<file path="config.mk">
export PLATFORM = sky130hd
export DESIGN_NAME = d_miss_queue
export DESIGN_NICKNAME = d
export VERILOG_FILES = /design/src/rtl/d_miss_queue.sv
export SDC_FILE = /design/constraint.sdc
export NUM_CORES = 1
export LEC_CHECK = 0
export BUFFER_PORTS_ARGS = -buffer_cell sky130_fd_sc_hd__buf_2
export CAP_MARGIN = 20
export CELL_PAD_IN_SITES_DETAIL_PLACEMENT = 1
export CELL_PAD_IN_SITES_GLOBAL_PLACEMENT = 2
export CORE_ASPECT_RATIO = 0.7
export CORE_MARGIN = 10
export CORE_UTILIZATION = 38
export CTS_CLUSTER_DIAMETER = 40
export DETAILED_ROUTE_END_ITERATION = 8
export PLACE_DENSITY = 0.79
export SLEW_MARGIN = 20
export SYNTH_ARGS = -nofsm -noshare
export SYNTH_HDL_FRONTEND = slang
export SYNTH_SLANG_ARGS = --single-unit
</file>
<file path="constraint.sdc">
create_clock -name clk -period 6.1 [get_ports clk]
set_clock_uncertainty 0.2 [all_clocks]
set_input_delay 0.61 -clock clk [delete_from_list [all_inputs] [get_ports clk]]
set_output_delay 0.61 -clock clk [all_outputs]
set_load 0.01 [all_outputs]
</file>
<file path="src/rtl/d_miss_queue.sv">
// rtl/d_miss_queue.sv - non-blocking D_cache miss queue with duplicate merge and in-order L2 issue/fill
module d_miss_queue #(
    parameter int DEPTH  = 4,
    parameter int ADDR_W = 64,
    parameter int DATA_W = 64
) (
    input  logic                       clk,
    input  logic                       reset,
    input  logic                       miss_valid,
    input  logic [ADDR_W-1:0]          miss_address,
    output logic                       miss_ready,
    output logic                       l2_req_valid,
    output logic [ADDR_W-1:0]          l2_req_address,
    input  logic                       l2_req_ready,
    input  logic                       l2_resp_valid,
    input  logic [DATA_W-1:0]          l2_resp_data,
    output logic [DATA_W-1:0]          cache_in,
    output logic [ADDR_W-1:0]          cache_address,
    output logic                       cache_in_start,
    output logic [$clog2(DEPTH+1)-1:0] count,
    output logic                       resp_error
);
    localparam int PW = $clog2(DEPTH);
    localparam int CW = $clog2(DEPTH+1);

    typedef enum logic [1:0] {S_FREE, S_PEND, S_WAIT} state_t;

    state_t            r_state [DEPTH];
    logic [ADDR_W-1:0] r_addr  [DEPTH];
    logic [PW-1:0]     r_alloc_ptr;
    logic [PW-1:0]     r_issue_ptr;
    logic [PW-1:0]     r_retire_ptr;
    logic [CW-1:0]     r_count;
    logic [DATA_W-1:0] r_cache_in;
    logic [ADDR_W-1:0] r_cache_address;
    logic              r_cache_in_start;
    logic              r_resp_error;

    logic w_hit;
    logic w_alloc;
    logic w_issue;
    logic w_retire;

    // A retiring entry still counts as a hit this cycle, so its duplicate is merged rather than re-fetched.
    always_comb begin
        w_hit = 1'b0;
        for (int i = 0; i < DEPTH; i++) begin
            if (r_state[i] != S_FREE && r_addr[i] == miss_address) begin
                w_hit = 1'b1;
            end
        end
    end

    assign miss_ready     = (r_count < CW'(DEPTH));
    assign w_alloc        = miss_valid && miss_ready && !w_hit;
    assign l2_req_valid   = (r_state[r_issue_ptr] == S_PEND);
    assign l2_req_address = r_addr[r_issue_ptr];
    assign w_issue        = l2_req_valid && l2_req_ready;
    assign w_retire       = l2_resp_valid && (r_state[r_retire_ptr] == S_WAIT);

    always_ff @(posedge clk) begin
        if (reset) begin
            for (int i = 0; i < DEPTH; i++) begin
                r_state[i] <= S_FREE;
            end
            r_alloc_ptr      <= '0;
            r_issue_ptr      <= '0;
            r_retire_ptr     <= '0;
            r_count          <= '0;
            r_cache_in       <= '0;
            r_cache_address  <= '0;
            r_cache_in_start <= 1'b0;
            r_resp_error     <= 1'b0;
        end else begin
            // alloc, issue and retire always touch distinct entries, so their updates never collide
            if (w_alloc) begin
                r_state[r_alloc_ptr] <= S_PEND;
                r_alloc_ptr          <= r_alloc_ptr + PW'(1);
            end
            if (w_issue) begin
                r_state[r_issue_ptr] <= S_WAIT;
                r_issue_ptr          <= r_issue_ptr + PW'(1);
            end
            if (w_retire) begin
                r_state[r_retire_ptr] <= S_FREE;
                r_retire_ptr          <= r_retire_ptr + PW'(1);
                r_cache_in            <= l2_resp_data;
                r_cache_address       <= r_addr[r_retire_ptr];
            end
            r_count          <= r_count + CW'(w_alloc) - CW'(w_retire);
            r_cache_in_start <= w_retire;
            if (l2_resp_valid && !w_retire) begin
                r_resp_error <= 1'b1;
            end
        end
    end

    always_ff @(posedge clk) begin
        if (w_alloc) begin
            r_addr[r_alloc_ptr] <= miss_address;
        end
    end

    assign count          = r_count;
    assign cache_in       = r_cache_in;
    assign cache_address  = r_cache_address;
    assign cache_in_start = r_cache_in_start;
    assign resp_error     = r_resp_error;
endmodule

</file>
==> results.py <==
metrics = {
    "logic_synthesis": {
        "synthTopCellsByArea": "edfxtp_1, dfxtp_1, mux4_2",
        "synth.distinct_cells": 51,
        "netlist_area_sq_um": 19330,
        "synth_edf_count": 256,
        "synthXorXnorAreaFrac": 0.08383,
        "netlist.area_leader.share": 0.3977,
        "synth_mux_area_frac": 0.1508,
        "ys_async_sr_fraction": 0,
        "post_synth_fa_ha_maj_area_fraction": 0.01010,
        "ys_ff_latch": 407,
        "synth_compound_area_frac": 0.07049,
        "syn_avg_cell_area_sq_um": 12.67,
        "synthFlopType": "edfxtp_1",
        "ys_seq_area_frac": 0.5541,
        "postSynthCellCount": 1525,
        "synth_fp_nets": 1673,
        "synth_top_family_by_area": "multiplexers",
        "ys_warn_count": 0,
        "synth_top_cell_by_area": "edfxtp_1",
        "yosys.area_share.simple": 0.1031,
    },
    "hold_path": {
        "min_path_cells": 3,
        "hp-class": "in2reg",
    },
    "layout": {
        "drive_gt1_frac": 0.3061,
        "layout_commonest_cell": "buf_2",
        "layout_common_cells": "buf_2, nand2_1, edfxtp_1",
        "synthToLayoutAreaGrowth_pct": 21.65,
        "fillerInstances": 5271,
        "fin_nets": 2001,
    },
    "clocking": {
        "tritoncts": "built",
        "path_clk_slew_ps": 60,
        "hold_buffers": 0,
        "h-tree-depth": 2,
        "cts.sinks": 407,
        "cts_buffer_depth": 3,
        "clkLatencyLatePin_ps": 610,
        "cts_root_buf": "clkbuf_16",
        "post_cts.repair.setup_buffers": 0,
        "cts_made_buffers": 53,
        "cts_resized": 0,
    },
    "route": {
        "drc": 0,
        "drt_iter0_markers": 1710,
        "avgViaCountPerCell": 5.689,
        "drt.antenna.violating_nets": 0,
        "firstDrtPassIters": 5,
        "drt_wl_total_mm": 79.88,
        "post_drt_wl_per_cell_um": 31.02,
        "num_vias": 14650,
    },
    "global_routing": {
        "grt_pass1_wl_mm": 111.7,
        "grt_pass1_vias": 14960,
        "globalRoute.totalOverflow": 0,
        "antenna_found_initial": 16,
        "grtUsageTotal": 0.2573,
        "grt_max_degree": 77,
    },
    "critical_path": {
        "path_max_fanout": 3,
        "critPathTopFamily": "simple AND/OR/NAND/NOR gates",
        "critPathRequiredTime_ps": 6360,
        "path_cells": "xor2_1 -> nor4_1 -> nand4_1 -> nor4_1 -> a22oi_1 -> nand3_2 -> ha_1 -> inv_1 -> ha_1 -> inv_1 -> fa_1 -> xnor2_1 -> xnor2_1 -> nor2_1",
        "reg2reg_setup_slack_ps": 1900,
        "path_depth": 14,
        "cp_data_arrival_time_ps": 4450,
        "ff2ff_path_depth": 14,
        "cp_num_buf_inv": 2,
        "crit_type": "reg2reg",
        "cp-end-kind": "register",
        "cp_slowest_stage_delay_ps": 900,
        "crit_slowest_cell": "nor4_1",
        "critPathLaunchType": "register",
    },
    "placed_design": {
        "dp_hpwl_mm": 60.17,
        "port_buffers": 331,
        "place.gp.congestion": 1.040,
    },
    "pwr": {
        "p_per_area_nw_per_um2": 348.8,
        "p_total_mw": 8.201,
        "p_leak_nw": 8.378,
        "vdd_drop_max_v": 0.0002959,
    },
    "die": {
        "die_area_sq_um": 60430,
        "die_h_um": 208.7,
        "dieWidth_um": 289.6,
        "coreArea_sq_um": 50500,
        "io_pins": 332,
        "start_util": 0.3827,
        "rows": 69,
    },
    "timing": {
        "fin_tns_setup_ps": 0,
        "tightestPinTransition_ps": 1223,
        "period_needed_ps": 4195,
        "fin_crit_sh": 0.6877,
        "setup_violations": 0,
        "finalMaxSlewViolations": 0,
        "relSlewSlack": 0.1768,
        "hold_violations": 0,
        "fmax_mhz": 238.4,
        "rsz0062_at_grt": "false",
    },
    "run_status": {
        "outcome": "complete, no violations",
    },
    "job": {
        "drv_cap": 0,
    },
}
-- sequential cells by signal (all words and copies together), names as in the netlist, named ones only --
signal / flops
cache_in: 64
r_state: 8
r_addr: 256
r_alloc_ptr: 2
resp_error: 1
r_retire_ptr: 2
cache_in_start: 1
r_issue_ptr: 2
count: 3
cache_address: 64
-- synthesized netlist by cell type, drive strengths merged, types with 2 or more instances --
| cell type | instances |
|---|---|
| o21a | 3 |
| nor2b | 39 |
| nand2 | 267 |
| dfxtp | 151 |
| xnor2 | 58 |
| o2bb2ai | 5 |
| a221oi | 11 |
| a31oi | 2 |
| nor4 | 35 |
| buf | 16 |
| ha | 14 |
| o2111ai | 3 |
| or4 | 6 |
| edfxtp | 256 |
| a211oi | 4 |
| nor3 | 4 |
| o22ai | 10 |
| mux4 | 128 |
| nand4 | 23 |
| xor2 | 127 |
| a2111oi | 14 |
| mux2i | 2 |
| a22o | 3 |
| inv | 58 |
| nand3 | 6 |
| o221ai | 8 |
| nor3b | 4 |
| nand2b | 25 |
| o2111a | 4 |
| a211o | 3 |
| o21ai | 3 |
| a21oi | 137 |
| a311oi | 2 |
| clkbuf | 63 |
| nor2 | 20 |
-- worst register-to-register path, delay by kind of cell, from the launching register on --
family                     cells  cell delay, ps
AOI/OAI and AO/OA              1             260
xor gates and xnor gates       3             540
adders and majority gates      3             770
buffers and inverters          2             120
DFF                            1             420
and+or+nand+nor                5            1780
-- where the power goes --
part | leakage, nW | switching [mW] | internal, mW
logic | 3.98 | 0.965 | 0.648
clock network | 0.828 | 1.29 | 1.84
registers | 3.57 | 0.269 | 3.19
total | 8.38 | 2.52 | 5.68
-- final timing paths --
path | startpoint | end
worst min-delay path | l2_resp_data[28] | cache_in[28]
worst max register to register | r_addr[3][47] | count[2]
worst min register to register | cache_address[12] | cache_address[12]
worst max-delay path | r_addr[3][47] | count[2]
-- cells by family (layout without fill, tap and decap cells) --
logic type      Yosys count  in the layout
compound gates          218            218
xor+xnor                185            185
fa+ha+maj                15             15
buf+inv                 137            507
flops                   407            407
mux                     131            131
other cells               0              6
simple gates            432            432
-- metrics by stage --
step	worst slack, ps	hold slack [ps]	area [sq um]	std cells	utilization
3_5_place_dp	1774	243.9	21760	2472	0.4308
4_1_cts	2099	29.21	23500	2569	0.4653
5_1_grt	1701	44.82	23500	2570	0.4653
3_3_place_gp	1734	238.7	21760	2472	0.4308
2_1_floorplan	998.4	260.3	19330	1525	-
6_report	1905	63.08	23510	2575	0.4656
-- final cells by class --
type,count,area [sq um],share of cell area
flip-flops and latches,407,10720,0.4559
well taps,674,843.3,0.03586
clock buffers,71,1466,0.06236
diodes,6,15.01,0.0006385
multi-input cells,981,8122,0.3454
inverters,58,220.2,0.009365
repair buffers,352,1854,0.07886
clock inverters,26,272.8,0.01160
-- metal layers --
| metal | track usage | vias to the layer above | routed length [um] |
|---|---|---|---|
| li1 | - | 6315 | - |
| met1 | 0.3435 | 7520 | 33150 |
| met2 | 0.3838 | 692 | 35500 |
| met3 | 0.1051 | 105 | 9544 |
| met4 | 0.05660 | 18 | 1443 |
| met5 | 0.02664 | - | 244 |
Note: power is estimated with default switching activity, not from simulation.
